--- src/rtl/ped_pkg.sv ---
// rtl/ped_pkg.sv - shared state encoding and default timing for the pedestrian signal stage
package ped_pkg;

  typedef enum logic [2:0] {
    IDLE,
    WALK,
    FLASH,
    CLEAR,
    FAULT
  } ped_state_e;

  localparam int WALK_CYCLES_DEF  = 4;
  localparam int FLASH_CYCLES_DEF = 4;
  localparam int CNT_W_DEF        = 4;

endpackage

--- src/rtl/btn_sync_edge.sv ---
// rtl/btn_sync_edge.sv - two-flop synchronizer with rising-edge detect for an async input
module btn_sync_edge (
  input  logic clk_i,
  input  logic rst_i,
  input  logic async_i,
  output logic rise_o
);

  logic r_sync1;
  logic r_sync2;
  logic r_sync_d;

  always_ff @(posedge clk_i) begin
    if (rst_i) begin
      r_sync1  <= 1'b0;
      r_sync2  <= 1'b0;
      r_sync_d <= 1'b0;
    end else begin
      r_sync1  <= async_i;
      r_sync2  <= r_sync1;
      r_sync_d <= r_sync2;
    end
  end

  assign rise_o = r_sync2 & ~r_sync_d;

endmodule

--- src/rtl/ped_signal_ctrl.sv ---
// rtl/ped_signal_ctrl.sv - pedestrian WALK/DON'T-WALK controller slaved to the vehicle lamps
module ped_signal_ctrl
  import ped_pkg::*;
#(
  parameter int WALK_CYCLES  = WALK_CYCLES_DEF,
  parameter int FLASH_CYCLES = FLASH_CYCLES_DEF,
  parameter int CNT_W        = CNT_W_DEF
) (
  input  logic             clk_i,
  input  logic             rst_i,
  input  logic             red_i,
  input  logic             yellow_i,
  input  logic             green_i,
  input  logic             btn_i,
  output logic             walk_o,
  output logic             dont_walk_o,
  output logic             req_pending_o,
  output logic [CNT_W-1:0] countdown_o,
  output logic             fault_o
);

  localparam logic [CNT_W-1:0] C_ONE        = CNT_W'(1);
  localparam logic [CNT_W-1:0] C_WALK_LOAD  = CNT_W'(WALK_CYCLES - 1);
  localparam logic [CNT_W-1:0] C_FLASH_LOAD = CNT_W'(FLASH_CYCLES - 1);

  ped_state_e       r_state;
  ped_state_e       w_state_next;
  logic [CNT_W-1:0] r_cnt;
  logic [CNT_W-1:0] w_cnt_next;
  logic             r_red_only_q;
  logic             r_req;
  logic             r_blink;
  logic             w_red_only;
  logic             w_illegal;
  logic             w_start;
  logic             w_btn_rise;
  logic             w_walk_entry;

  btn_sync_edge u_btn_sync (
    .clk_i   (clk_i),
    .rst_i   (rst_i),
    .async_i (btn_i),
    .rise_o  (w_btn_rise)
  );

  assign w_red_only   = red_i & ~yellow_i & ~green_i;
  assign w_illegal    = green_i & (red_i | yellow_i);
  // Only the first red-only cycle may launch a crossing; late requests wait a full phase.
  assign w_start      = w_red_only & ~r_red_only_q & r_req;
  assign w_walk_entry = (w_state_next == WALK) & (r_state != WALK);

  always_comb begin
    w_state_next = r_state;
    w_cnt_next   = r_cnt;
    if (w_illegal) begin
      w_state_next = FAULT;
    end else begin
      case (r_state)
        IDLE: begin
          if (w_start) begin
            w_state_next = WALK;
            w_cnt_next   = C_WALK_LOAD;
          end
        end
        WALK: begin
          if (!w_red_only) begin
            w_state_next = IDLE;
          end else if (r_cnt == '0) begin
            w_state_next = FLASH;
            w_cnt_next   = C_FLASH_LOAD;
          end else begin
            w_cnt_next = r_cnt - C_ONE;
          end
        end
        FLASH: begin
          if (!w_red_only) begin
            w_state_next = IDLE;
          end else if (r_cnt == '0) begin
            w_state_next = CLEAR;
          end else begin
            w_cnt_next = r_cnt - C_ONE;
          end
        end
        CLEAR: begin
          if (!w_red_only) begin
            w_state_next = IDLE;
          end
        end
        FAULT:   w_state_next = FAULT;
        default: w_state_next = IDLE;
      endcase
    end
  end

  always_ff @(posedge clk_i) begin
    if (rst_i) begin
      r_state      <= IDLE;
      r_cnt        <= '0;
      r_red_only_q <= 1'b0;
      r_req        <= 1'b0;
      r_blink      <= 1'b1;
    end else begin
      r_state      <= w_state_next;
      r_cnt        <= w_cnt_next;
      r_red_only_q <= w_red_only;
      // Blink phase restarts lit on every state change so FLASH and FAULT open with DON'T-WALK on.
      r_blink      <= (w_state_next != r_state) ? 1'b1 : ~r_blink;
      if (w_illegal || (r_state == FAULT)) begin
        r_req <= 1'b0;
      end else if (w_btn_rise) begin
        r_req <= 1'b1;
      end else if (w_walk_entry) begin
        r_req <= 1'b0;
      end
    end
  end

  always_comb begin
    dont_walk_o = 1'b1;
    countdown_o = '0;
    case (r_state)
      WALK: begin
        dont_walk_o = ~w_red_only;
        countdown_o = r_cnt + C_ONE;
      end
      FLASH: begin
        dont_walk_o = r_blink;
        countdown_o = r_cnt + C_ONE;
      end
      FAULT:   dont_walk_o = r_blink;
      default: dont_walk_o = 1'b1;
    endcase
  end

  // Gated by the live lamp so WALK goes dark the moment vehicle red drops.
  assign walk_o        = (r_state == WALK) & w_red_only;
  assign fault_o       = (r_state == FAULT);
  assign req_pending_o = r_req;

endmodule

--- config.mk ---
export PLATFORM = sky130hd
export DESIGN_NAME = ped_signal_ctrl
export DESIGN_NICKNAME = d
export VERILOG_FILES = /design/src/rtl/ped_pkg.sv /design/src/rtl/btn_sync_edge.sv /design/src/rtl/ped_signal_ctrl.sv
export SDC_FILE = /design/constraint.sdc
export NUM_CORES = 1
export LEC_CHECK = 0
export CORE_MARGIN = 3
export CORE_UTILIZATION = 34
export CTS_CLUSTER_DIAMETER = 100
export DETAILED_ROUTE_END_ITERATION = 8
export PLACE_DENSITY = 0.64
export SLEW_MARGIN = 20
export SYNTH_ARGS = -nofsm -noshare
export SYNTH_HDL_FRONTEND = slang
export SYNTH_SLANG_ARGS = --single-unit
--- constraint.sdc ---
create_clock -name clk_i -period 2.3 [get_ports clk_i]
set_input_delay 0.46 -clock clk_i [delete_from_list [all_inputs] [get_ports clk_i]]
set_output_delay 0.46 -clock clk_i [all_outputs]
set_load 0.05 [all_outputs]
==> results.ini, run 1 <==
[setup_path]
cpPeakStageDelay_ps=500
cp_max_fo=3
path_cells=clkdlybuf4s50_1 > or3b_2 > o22ai_2 > o21ai_1 > buf_4
critPathKind=input pin to output port
worstPathRequired_ps=1840
critical_path_buf_inv_count=2
end_kind=output port
startpoint_type=input pin
worst_path_max_delay_cell=clkdlybuf4s50_1
critPathTopFamily=buffers and inverters
crit_arrival_ps=1830

[global_route]
track_usage_pct=13.42
grt_start_max_net_pins=17
overflow=0
grt_pass1_vias=763
antenna_found_initial=0
grt_pass1_wl_um=3381

[die]
ioPinCount=14
start_util_pct=36.83
die_w_um=55.66
dieHeight_um=55.66
fp.dieArea_um2=3097
fp-row-count=17
core-area_um2=2276

[clocking]
h-tree-depth=1
cts_root_buffer=clkbuf_4
clk_pin_slew_ps=80
clockBufferDepth=2
clock_latency_ps=280
clock_sinks=13
postCtsSetupRepairBufs=0
postCtsResizedCells=3
hold_buffers=0
cts_tree=built
cts_buffers=3

[placement]
portBuffers=13
hpwl_um=1415
place.gp.congestion=0.8189

[yosys]
syn_nets=109
synth.largest_area_cell=dfxtp_1
ys.flop_type=dfxtp_1
synthTopCellsByArea=dfxtp_1 31%, nor2_1 4.5%, nor3_1 4.2%
async_reset_ff_share_pct=0
synth-edff-count=0
ys_types=43
yosys.area.top_type_share_pct=31.04
yosysSeqAreaShare_pct=31.04
syn_area_per_cell_um2=8.300
yosys_warnings=0
syn_inst=101
ys_ff_latch=13
netlist_area_um2=838.3

[detailed_routing]
wl_met1_um=840
drt_iter0_drc=9
met3WireLength_um=89
drt_pass1_iterations=4
dr_wl_met2_um=930
drt-wirelength-per-cell_um=12.48
top_layer_used=met4
postRouteAntennaNets=0
post_drt_via_cell_ratio=5.380
routed_wirelength_um=1872
post-route-drc-count=0
vias=807

[timing]
setup_viol=0
slew_violations=0
timing_hold_violations_final=0
relSlewSlack_pct=48.55
fin_crit_sh_pct=99.61
worst_slew_pin_slew_ps=767.2
fin_hold_ws_ps=460.1
fin_crit_ps=2291
max_freq_ghz=0.4365
skew_ps=7.459

[layout]
synthToLayoutAreaGrowth_pct=35.97
finalNetCount=131
n_antenna_cell=0
layout_commonest_cell=dfxtp_1
fill_cells=209
post-route-util_pct=50.08
drive_gt1_share_pct=24.59
layout_common_cells=13 x dfxtp_1, 11 x buf_4, 9 x nor2_1

[pwr]
worst_ir_drop_vdd_v=0.0003770
p_leak_nw=0.4120
p_per_area_nw_per_um2=405.2

[flow_run]
maxCapViolCount=0

[outcome]
outcome=finished, final reports clean

[worst_hold_path]
min_path_type=flop to flop

## final cells by class
type	instances	area, um^2	area share (%)
Clock buffer	3	22.52	1.976
Clock inverter	1	5.005	0.4391
Inverter	6	22.52	1.976
Multi-Input combinational cell	76	531.8	46.65
Sequential cell	13	260.3	22.83
Tap cell	28	35.03	3.074
Timing Repair Buffer	23	262.8	23.05
## worst register-to-register path, cell delays in order, from the launching register on
cell and delay, ps:
dfxtp_1 380, inv_1 80, ha_1 230, or3b_4 420, a221oi_2 380, buf_4 190, o31ai_1 70, o311a_1 150
## power by group
group	switching [mW]	internal [mW]	total [mW]
logic	0.0443	0.0368	0.0811
clock network	0.0813	0.0646	0.146
registers	0.00373	0.231	0.235
## cell families after synthesis
family,synth area share [%]
adders and majority gates,2.985
and+or+nand+nor,34.33
AOI/OAI and AO/OA,19.70
buffers and inverters,7.612
DFF,31.04
xor gates and xnor gates,3.135
muxes,1.194
## metrics by stage
| stage | cells | power (mW) | setup WS [ps] | setup TNS (ps) | cell area (um^2) |
|---|---|---|---|---|---|
| after global routing | 150 | 0.4893 | -9.555 | -9.555 | 1140 |
| after detailed placement | 146 | 0.3191 | -81.79 | -81.79 | 1095 |
| after floorplan | 101 | 0.2821 | 16.86 | 0 | 838.3 |
| after CTS | 150 | 0.4666 | 33.82 | 0 | 1134 |
| final | 150 | 0.4618 | 8.948 | 0 | 1140 |
| after global placement | 146 | 0.3184 | -69.86 | -69.86 | 1095 |
## state kept, by name, indices dropped and copies added (netlist names)
register	count
u_btn_sync.r_sync1	1
u_btn_sync.r_sync_d	1
r_state	3
r_cnt	4
r_blink	1
r_red_only_q	1
req_pending_o	1
u_btn_sync.r_sync2	1
## cell usage after synthesis, drive strengths merged (2+ instances only)
cell / number
inv: 6
dfxtp: 13
clkbuf: 3
o21ai: 3
nand2b: 2
or3b: 2
ha: 2
buf: 3
nand3: 2
a21oi: 4
nand2: 4
o41ai: 3
or3: 3
nor2: 10
nor3b: 3
xnor2: 2
nor4: 3
o31ai: 2
nor2b: 5
nor3: 7
## layer usage
metal,vias up,GRT usage [%]
met4,0,4.167
li1,417,-
met3,2,4.408
met5,-,0
met1,372,16.85
met2,16,21.62
## path summary, 6_finish.rpt
path / depth (start not counted) / slack [ps] / from / to
max: 5 / 9 / red_i / dont_walk_o
min: 1 / 460 / u_btn_sync.r_sync2 / u_btn_sync.r_sync_d
max reg2reg: 7 / 300 / r_cnt[0] / r_cnt[1]
min reg2reg: 1 / 460 / u_btn_sync.r_sync2 / u_btn_sync.r_sync_d
(Power assumes the default switching activity.)
==> inputs of run 2 (changes only) <==
ABC_AREA = 1   (was unset)
==> results.ini, run 2 <==
[outcome]
outcome=finished, final reports clean

[layout]
largest_register_ffs=4
post-route-util_pct=46.90
drive_gt1_share_pct=19.11
layout_commonest_cell=nand2_1
fill_cells=250
finalNetCount=166
top_regs=r_cnt: 4 flops, r_state: 3 flops
layout_common_cells=31 x nand2_1, 24 x nor2_1, 20 x inv_1
top_register=r_cnt
n_antenna_cell=0
synthToLayoutAreaGrowth_pct=25.58

[setup_path]
cpPeakStageDelay_ps=500
worst_path_max_delay_cell=clkdlybuf4s50_1
startpoint_type=input pin
cp_max_fo=5
end_kind=output port
critPathKind=input pin to output port
cpMostUsedCell=nor2_2
path_cells=clkdlybuf4s50_1 > inv_1 > nor2_2 > nand2_2 > nor2_2 > o21ai_1 > buf_12
crit_arrival_ps=1760
worstPathRequired_ps=1840
critical_path_buf_inv_count=3
critPathTopFamily=buffers and inverters

[yosys]
yosys.area.top_type_share_pct=30.06
synth.largest_area_cell=dfxtp_1
syn_nets=150
synth.most_common_cell=nand2_1
synth-edff-count=0
ys.flop_type=dfxtp_1
ys_ff_latch=13
syn_area_per_cell_um2=6.097
yosys_warnings=0
ys_types=23
netlist_area_um2=865.8
synth_commonest_cells=31 x nand2_1, 25 x nor2_1, 20 x inv_1
yosysSeqAreaShare_pct=30.06
syn_inst=142
synthTopCellsByArea=dfxtp_1 30%, nand2_1 13%, nor2_1 11%
async_reset_ff_share_pct=0

[detailed_routing]
post_drt_via_cell_ratio=4.676
drt_iter0_drc=18
vias=865
drt_pass1_iterations=6
post-route-drc-count=0
routed_wirelength_um=1779
drt-wirelength-per-cell_um=9.616
postRouteAntennaNets=0

[clocking]
clockBufferDepth=2
cts_buffers=3
clk_pin_slew_ps=70
h-tree-depth=1
cts_tree=built
cts_root_buffer=clkbuf_4
postCtsSetupRepairBufs=0
postCtsResizedCells=0
clock_latency_ps=260
hold_buffers=0
clock_sinks=13

[timing]
fin_crit_sh_pct=96.43
worst_slew_pin_slew_ps=499.0
max_freq_ghz=0.4509
relSlewSlack_pct=66.63
fin_tns_setup_ps=0
timing_hold_violations_final=0
slew_violations=0
rsz0062_at_grt=false
fin_hold_ws_ps=408.8
setup_viol=0
fin_crit_ps=2218
skew_ps=6.571

[global_route]
track_usage_pct=12.40
grt_start_max_net_pins=11
grtUsageMet3_pct=2.069
antenna_found_initial=0
grt_pass1_vias=830
grt_pass1_wl_um=3270
grtUsageMet2_pct=20.79
overflow=0
busiest_layer=met2
met1_usage_pct=15.95

[die]
dieHeight_um=56.47
ioPinCount=14
die_w_um=56.47
start_util_pct=37.34
core-area_um2=2318
fp.dieArea_um2=3188
fp-row-count=17

[placement]
hpwl_um=1509
place.gp.congestion=0.9239
portBuffers=13

[worst_hold_path]
min_path_type=flop to flop

[pwr]
p_leak_nw=0.4746
total_power_mw=0.4410
p_per_area_nw_per_um2=405.6
worst_ir_drop_vdd_v=0.0003064

[flow_run]
maxCapViolCount=0

[run 2: cell count changes after synthesis, sizes merged, moves of 3 or more]
cell	change
nor4	-3
nor3	-7
o21ai	+3
nand2	+31
nor2b	-5
nand3	+15
nor2	+21
o41ai	-3
or3	-3
inv	+17
nor3b	-3
[run 2: where the power goes]
part	switching, mW	leakage (nW)	total (mW)	internal [mW]
sequential	0.00387	0.106	0.235	0.231
combinational	0.0450	0.351	0.0754	0.0304
clock	0.0666	0.0177	0.131	0.0642
[run 2: final cells by class]
| type | count | area (um^2) | area share [%] |
|---|---|---|---|
| well taps | 28 | 35.03 | 3.222 |
| flip-flops and latches | 13 | 260.3 | 23.94 |
| multi-input cells | 103 | 508.0 | 46.72 |
| repair buffers | 14 | 170.2 | 15.65 |
| clock buffers | 3 | 22.52 | 2.071 |
| clock inverters | 1 | 5.005 | 0.4603 |
| inverters | 23 | 86.33 | 7.940 |
[run 2: kinds of logic after synthesis]
family,count (synthesis),share of synthesized area (%)
compound gates,14,8.960
xor+xnor,2,2.023
buf+inv,26,11.56
fa+ha+maj,2,2.890
simple gates,85,44.51
flops,13,30.06
[run 2: worst paths after layout]
check | start | endpoint | slack [ps] | cells past startpoint
min reg2reg | u_btn_sync.r_sync1 | u_btn_sync.r_sync2 | 410 | 2
max reg2reg | r_cnt[0] | r_cnt[0] | 810 | 8
max | red_i | dont_walk_o | 80 | 7
min | u_btn_sync.r_sync1 | u_btn_sync.r_sync2 | 410 | 2
[run 2: layer usage]
metal | wire length [um] | share of wire, % | vias to the layer above
met1 | 894 | 50 | 387
met4 | 13 | 0.73 | 0
met3 | 38 | 2.1 | 2
li1 | - | - | 469
met2 | 833 | 47 | 7
met5 | 0 | 0 | -
[run 2: metrics by stage]
step | std cells | area (um^2) | setup WS [ps]
after floorplan | 142 | 868.3 | 213.5
after global placement | 181 | 1060 | 147.7
after detailed placement | 181 | 1060 | 79.80
after CTS | 185 | 1087 | 72.97
after global routing | 185 | 1087 | 1.426
final | 185 | 1087 | 82.16
[run 2: tightest hold or removal path, stage by stage, from the launching register on]
cell,delay (ps)
dfxtp_1,300
inv_1,40
nor2_1,30
==> inputs of run 3 (changes only) <==
ABC_CLOCK_PERIOD_IN_PS = 2300   (was unset)
SYNTH_HIERARCHICAL = 1   (was unset)
==> results.ini, run 3 <==
[outcome]
outcome=finished, final reports clean

[yosys]
synth-edff-count=0
synth.most_common_cell=nand2_1
ys_types=19
netlist_area_um2=824.5
synthTopCellsByArea=dfxtp_1 32%, nand2_1 15%, nor2_1 13%
yosys_warnings=6
ys_ff_latch=13
syn_inst=136
syn_nets=144
yosysSeqAreaShare_pct=31.56
syn_area_per_cell_um2=6.063
async_reset_ff_share_pct=0
synth_commonest_cells=33 x nand2_1, 28 x nor2_1, 17 x inv_1
yosys.area.top_type_share_pct=31.56
synth.largest_area_cell=dfxtp_1
ys.flop_type=dfxtp_1

[clocking]
clock_sinks=13
postCtsSetupRepairBufs=0
cts_buffers=3
clk_pin_slew_ps=90
cts_tree=built
hold_buffers=0
postCtsResizedCells=0
clock_latency_ps=280
clockBufferDepth=2
h-tree-depth=1
cts_root_buffer=clkbuf_4

[detailed_routing]
post_drt_via_cell_ratio=4.801
postRouteAntennaNets=0
post-route-drc-count=0
drt_pass1_iterations=4
routed_wirelength_um=1874
vias=869
drt-wirelength-per-cell_um=10.35
drt_iter0_drc=17

[die]
fp.dieArea_um2=3052
fp-row-count=17
ioPinCount=14
start_util_pct=36.57
dieHeight_um=55.25
core-area_um2=2255
die_w_um=55.25

[timing]
max_freq_ghz=0.4637
rsz0062_at_grt=false
fin_hold_ws_ps=424.0
fin_crit_ps=2157
setup_viol=0
skew_ps=13.26
fin_crit_sh_pct=93.76
fin_tns_setup_ps=0
worst_slew_pin_slew_ps=498.7
slew_violations=0
relSlewSlack_pct=66.65
timing_hold_violations_final=0

[layout]
drive_gt1_share_pct=16.34
top_register=r_cnt
synthToLayoutAreaGrowth_pct=28.22
fin_cells=181
layout_common_cells=33 x nand2_1, 27 x nor2_1, 17 x inv_1
n_antenna_cell=0
layout_commonest_cell=nand2_1
top_regs=r_cnt: 4 flops, r_state: 3 flops
finalNetCount=162
largest_register_ffs=4

[placement]
dpl.cell_count=177
place.gp.congestion=0.8549
hpwl_um=1485
portBuffers=13

[setup_path]
critPathLaunch=red_i
r2r_end=r_cnt[3]
cp_max_fo=3
worst_path_max_delay_cell=clkdlybuf4s50_1
cpPeakStageDelay_ps=500
r2r-start=r_cnt[0]
ff2ff_path_depth=9
worstPathRequired_ps=1840
crit_arrival_ps=1700
critical_path_buf_inv_count=3
rrSetupSlack_ps=790
critPathTopFamily=buffers and inverters
end_kind=output port
startpoint_type=input pin
critPathKind=input pin to output port
path_cells=clkdlybuf4s50_1 > inv_1 > nor2_1 > nand2_1 > nor2_2 > o21ai_1 > buf_12

[pwr]
p_per_area_nw_per_um2=426.6
worst_ir_drop_vdd_v=0.0003748
p_leak_nw=0.4768
total_power_mw=0.4511

[worst_hold_path]
hold_path_depth=2
hp-start=u_btn_sync/r_sync1
min_to=u_btn_sync/r_sync2
min_path_type=flop to flop

[global_route]
grt_start_max_net_pins=12
grt_pass1_vias=797
overflow=0
grt_pass1_wl_um=3139
track_usage_pct=12.45
antenna_found_initial=0

[flow_run]
maxCapViolCount=0

run 3: changes by cell type in the layout (fill, tap and decap cells not counted), sizes merged, moves of 2 or more:
cell / previous run / this run
a21oi: 6 / 8
inv: 23 / 20
o211ai: 0 / 2
nor3: 0 / 2
nand3: 17 / 12
run 3: metrics by stage:
| step | setup WS [ps] | instance area [um^2] | util (%) |
|---|---|---|---|
| after floorplan | 190.7 | 827.0 | - |
| after global placement | 173.8 | 1031 | 45.73 |
| after detailed placement | 138.9 | 1031 | 45.73 |
| after CTS | 137.5 | 1057 | 46.89 |
| after global routing | 40.78 | 1057 | 46.89 |
| final | 143.4 | 1057 | 46.89 |
run 3: cell type report:
cell class	instances	area, um^2
Fill cell	248	1197
Inverter	20	75.07
Clock buffer	4	26.28
Multi-Input combinational cell	101	483.0
Tap cell	28	35.03
Timing Repair Buffer	15	177.7
Sequential cell	13	260.3
run 3: metal layers:
layer,routed length [um],global-route usage (%),vias to the layer above
met3,102,3.037,4
met5,0,0,-
met4,41,4.514,0
li1,-,-,458
met2,881,22.30,25
met1,848,14.12,382
run 3: how the worst max path moves through the flow:
stage | cells past startpoint | end
after floorplan | 5 | dont_walk_o
after global placement | 7 | dont_walk_o
after detailed placement | 7 | dont_walk_o
after CTS | 7 | dont_walk_o
after global routing | 7 | dont_walk_o
final | 7 | dont_walk_o
run 3: power by group:
part,switching [mW],internal (mW),total [mW]
sequential,0.00540,0.231,0.236
combinational,0.0433,0.0295,0.0728
clock,0.0745,0.0673,0.142
total,0.123,0.328,0.451
run 3: cell families (layout without fill, tap and decap cells):
family | count (synthesis) | count (layout) | synth area share (%)
DFF | 13 | 13 | 31.56
adders and majority gates | 2 | 2 | 3.034
and+or+nand+nor | 82 | 82 | 43.40
AOI/OAI and AO/OA | 15 | 15 | 9.711
xor gates and xnor gates | 2 | 2 | 2.125
buffers and inverters | 22 | 39 | 10.17
run 3: worst reg2reg max path, stage by stage, from the launching register on:
cell and delay [ps]:
dfxtp_1 430, inv_1 110, ha_1 250, nand2_1 80, nor2_1 70, nand2_1 100, nand3_2 90, nor2_4 120
nand2_1 60, a21oi_1 130
==> patch 1 (flow settings as in run 3) <==
Re-encode `ped_state_e` (5 states) as one-hot, 5 bits wide.
--- a/src/rtl/ped_pkg.sv
+++ b/src/rtl/ped_pkg.sv
@@ -1,12 +1,12 @@
 // rtl/ped_pkg.sv - shared state encoding and default timing for the pedestrian signal stage
 package ped_pkg;
 
-  typedef enum logic [2:0] {
-    IDLE,
-    WALK,
-    FLASH,
-    CLEAR,
-    FAULT
+  typedef enum logic [4:0] {
+    IDLE  = 5'b00001,
+    WALK  = 5'b00010,
+    FLASH = 5'b00100,
+    CLEAR = 5'b01000,
+    FAULT = 5'b10000
   } ped_state_e;
 
   localparam int WALK_CYCLES_DEF  = 4;
Behaviour: no difference found for any inputs over 10 cycles, from zero or initial values and one cycle with rst_i high; not proved beyond that.
==> patch 1 against run 3 <==
- maximum frequency fell by 1.9%
- sequential power up 21%
- routed wire length grew 35%
- hold slack worse by 0.0054 ns
- power grew 28%
- count of clock-buffer cells in the layout is 1 lower
- sequential cell count is 2 higher
- register-to-register slack worse by 0.24 ns
- area after synthesis rose by 25%
- synthesized cell count rose by 16%
- final area up 24%
- worst setup slack got worse by 0.043 ns
- combinational power grew 90%
- largest cell class unchanged
==> patch 1: results (changes against run 3) <==
metric	value	unit	change
CP max stage delay	0.46	ns	-0.04 ns
Initial DRC Count	62		+45
GP Congestion	0.984		+15%
largest registers	r_state (5), r_cnt (4)		
Synth cell types	27		+8
Max clock buf depth	2		unchanged
CP max-delay cell	dfxtp_1		
layout cells sized above 1	23.6	%	+7.3 points
vias in the first global route	982		+23%
register area share after synthesis	29.1	%	-2.5 points
WP data arrival	1.74	ns	+0.04 ns
clk root buf	clkbuf_4		
metal3 WL	212	um	+110%
M3 GR Usage	2.52	%	-0.52 points
Comb pwr share	23.8	%	+7.7 points
HP Class	reg2reg		
all-layer global routing usage	15.2	%	+2.7 points
Pint	388	uW	+18%
Final nets	187		+15%
largest cells by area after synthesis	dfxtp_1, nor2_1, nand2_1		
post-detail-place hpwl	2000	um	+35%
placed cell areas	1260	um2	+22%
Clock Latency Late Sink	0.29	ns	
final WL	2530	um	+35%
Gate Count Post-Synth	158		+16%
clk_skew	0.00292	ns	-0.0103 ns
final non-filler cell total	209		+15%
Met1 Routed Length	1090	um	+29%
met1 Use GR	21.4	%	+7.3 points
H-tree depth	1		unchanged
Synthesized Nets	166		+15%
Crit Path Max Fanout	5		+2
asr flop ratio synth	0	%	unchanged
status	finished clean		
global routing usage on met2	22.1	%	-0.24 points
vias	1066		+23%
Num CTS Buffers	3		unchanged
first-pass GRT wire length	4210	um	+34%
cts repair resizes	0		unchanged
port bufs	13		unchanged
YS warnings	6		unchanged
VDD IR-drop max	0.249	mV	-33%
critical path's top delay family	simple AND/OR/NAND/NOR gates		
list of most frequent post-synthesis cells	nor2_1, nand2_1, inv_1		
Leak	0.000594	uW	+25%
initial antenna violation count	0		unchanged
max layer used	met4		
Routed met2 length	1190	um	+35%
Synth Flop Type	dfxtp_1		
placed cells	202		+14%
period utilization	95.6	%	+1.9 points
antenna cell count	0		unchanged
post-CTS setup buffer count	0		unchanged
DR pass1 iterations	4		unchanged
actual slew at the worst max-slew pin	0.493	ns	-0.00602 ns
clk slew on worst S/H paths	0.10	ns	
Clock Power Share	26.8	%	-4.6 points
patch 1: stage by stage:
step / power (uW) / hold WS [ns] / setup WS, ns
2_1_floorplan: 388 / 0.388 / 0.236
3_3_place_gp: 425 / 0.399 / 0.207
3_5_place_dp: 428 / 0.404 / 0.159
4_1_cts: 583 / 0.422 / 0.115
5_1_grt: 614 / 0.466 / 0.0218
6_report: 579 / 0.419 / 0.101
patch 1: final timing paths:
path | startpoint | to | slack (ns) | depth (start not counted)
setup / recovery | r_state[2]$_SDFF_PP0_ | countdown_o[0] | 0.10 | 7
hold / removal | u_btn_sync/r_sync1$_SDFF_PP0_ | u_btn_sync/r_sync2$_SDFF_PP0_ | 0.42 | 2
setup reg to reg | r_cnt[0]$_SDFFE_PP0P_ | r_cnt[3]$_SDFFE_PP0P_ | 0.55 | 11
hold reg to reg | u_btn_sync/r_sync1$_SDFF_PP0_ | u_btn_sync/r_sync2$_SDFF_PP0_ | 0.42 | 2
patch 1: cells by family (layout without fill, tap and decap cells):
group | count (synthesis) | after routing | synth area share [%]
AOI/OAI and AO/OA | 20 | 20 | 11.8
xor gates and xnor gates | 4 | 4 | 3.39
adders and majority gates | 2 | 2 | 2.42
buffers and inverters | 30 | 50 | 12.0
DFF | 15 | 15 | 29.1
and+or+nand+nor | 87 | 87 | 41.3
patch 1: cell type report:
type | count | area (um2)
Tap cell | 31 | 38.8
Fill cell | 303 | 1520
Inverter | 27 | 101
Clock buffer | 3 | 22.5
Multi-Input combinational cell | 113 | 611
Sequential cell | 15 | 300
Clock inverter | 1 | 5.00
Timing Repair Buffer | 19 | 233
patch 1: worst register-to-register path: cells and delay by family (launching register included):
kind	cells	cell delay [ns]
DFF	1	0.42
buffers and inverters	2	0.18
and+or+nand+nor	7	0.70
adders and majority gates	1	0.24
xor gates and xnor gates	1	0.12
==> patch 2 (flow settings as in run 3) <==
Without the edit above. `CNT_W_DEF`: 4 -> 6.
--- a/src/rtl/ped_pkg.sv
+++ b/src/rtl/ped_pkg.sv
@@ -11,7 +11,7 @@
 
   localparam int WALK_CYCLES_DEF  = 4;
   localparam int FLASH_CYCLES_DEF = 4;
-  localparam int CNT_W_DEF        = 4;
+  localparam int CNT_W_DEF        = 6;
 
 endpackage
 
Interface: changed (resized countdown_o); port bits go from 14 to 16. The function was not compared with the original's and may differ.
==> patch 2 against run 3 <==
- clock power grew 8%
- power grew 23%
- combinational power grew 65%
- sequential cell count grew 2
- core utilization grew 0.88 points
- routed wire length grew 22%
- largest power group unchanged
- largest cell class unchanged
- worst setup slack gained 0.042 ns
- sequential power grew 19%
- area after synthesis grew 22%
- final area grew 26%
==> patch 2: results (changes against run 3) <==
metric	value	unit	change
status	finished clean		
Synth cell types	24		+5
largest cells by area after synthesis	dfxtp_1, nand2_1, nor2_1		
vias in the first global route	1036		+30%
Clock Latency Late Sink	0.29	ns	
final WL	2290	um	+22%
Slew Limit Fails	0		unchanged
port bufs	15		+2
Final nets	192		+19%
list of most frequent post-synthesis cells	nand2_1, nor2_1, inv_1		
all-layer global routing usage	15.1	%	+2.6 points
DR pass1 iterations	4		unchanged
compound-cell area share of the yosys netlist	9.73	%	+0.014 points
Num CTS Buffers	3		unchanged
first-pass GRT wire length	4180	um	+33%
HP Class	reg2reg		
Gate Count Post-Synth	164		+21%
reg2reg setup slack	0.59	ns	-0.20 ns
VDD IR-drop max	0.332	mV	-11%
Synthesized Nets	172		+19%
critical path's top delay family	buffers and inverters		
Initial DRC Count	31		+14
Clock Power Share	27.7	%	-3.7 points
largest net degree at the start of global routing	10		-2
register area share after synthesis	29.9	%	-1.6 points
Max clock buf depth	2		unchanged
largest registers	r_cnt (6), r_state (3)		
drt wl/cell	10.7	um	+3.4%
XOR/XNOR share of the synthesized area	0	%	-2.1 points
WP data arrival	1.65	ns	-0.05 ns
post-route ant nets	0		unchanged
CP max stage delay	0.45	ns	-0.05 ns
H-tree depth	1		unchanged
Leak	0.000574	uW	+20%
placed cells	210		+19%
Synth Area in Adders	2.49	%	-0.54 points
YS warnings	6		unchanged
NetSw	176	uW	+43%
post-CTS setup buffer count	0		unchanged
asr flop ratio synth	0	%	unchanged
GP Congestion	0.848		-0.84%
clk_skew	0.00546	ns	-0.00781 ns
part of the power in registers	50.6	%	-1.8 points
layout cells sized above 1	18.0	%	+1.7 points
Vias/cell	4.84		+0.83%
initial antenna violation count	0		unchanged
Relative slew margins	66.3	%	-0.38 points
post-detail-place hpwl	1800	um	+21%
-- patch 2: cell types whose count changed after synthesis, moves of 2 or more --
cell	before	now
dfxtp_1	13	15
inv_1	17	20
nand2_1	33	45
nand3_1	10	12
nand4_1	0	5
nor2_1	28	23
nor2_2	3	5
nor3_1	2	4
o211ai_1	2	0
o21ai_0	5	7
o21ai_1	0	2
-- patch 2: through the flow --
stage | total power (uW) | setup WS (ns) | TNS (ns) | hold slack [ns]
6_report | 554 | 0.186 | 0 | 0.409
3_5_place_dp | 405 | 0.188 | 0 | 0.398
4_1_cts | 557 | 0.0176 | 0 | 0.412
3_3_place_gp | 403 | 0.222 | 0 | 0.391
5_1_grt | 594 | 0.0727 | 0 | 0.422
2_1_floorplan | 368 | -0.0127 | -0.0127 | 0.388
-- patch 2: per-layer routing --
layer	track usage, %	wire length [um]	vias up	part of all wire [%]
met4	7.59	77	0	3.4
met3	3.02	110	9	4.8
met5	0	0	-	0
met1	18.3	1050	441	46
met2	25.2	1050	23	46
li1	-	-	563	-
-- patch 2: final timing paths --
check	startpoint	cells after the start	endpoint
max	yellow_i	5	dont_walk_o
min	u_btn_sync/r_sync1$_SDFF_PP0_	2	u_btn_sync/r_sync2$_SDFF_PP0_
max reg2reg	r_cnt[0]$_SDFFE_PP0P_	10	r_cnt[1]$_SDFFE_PP0P_
min reg2reg	u_btn_sync/r_sync1$_SDFF_PP0_	2	u_btn_sync/r_sync2$_SDFF_PP0_
-- patch 2: layout make-up --
class / instances / area, um2
Multi-Input combinational cell: 124 / 629
Timing Repair Buffer: 17 / 243
Sequential cell: 15 / 302
Fill cell: 287 / 1450
Clock buffer: 3 / 22.5
Inverter: 23 / 88.8
Clock inverter: 1 / 5.00
Tap cell: 31 / 38.8
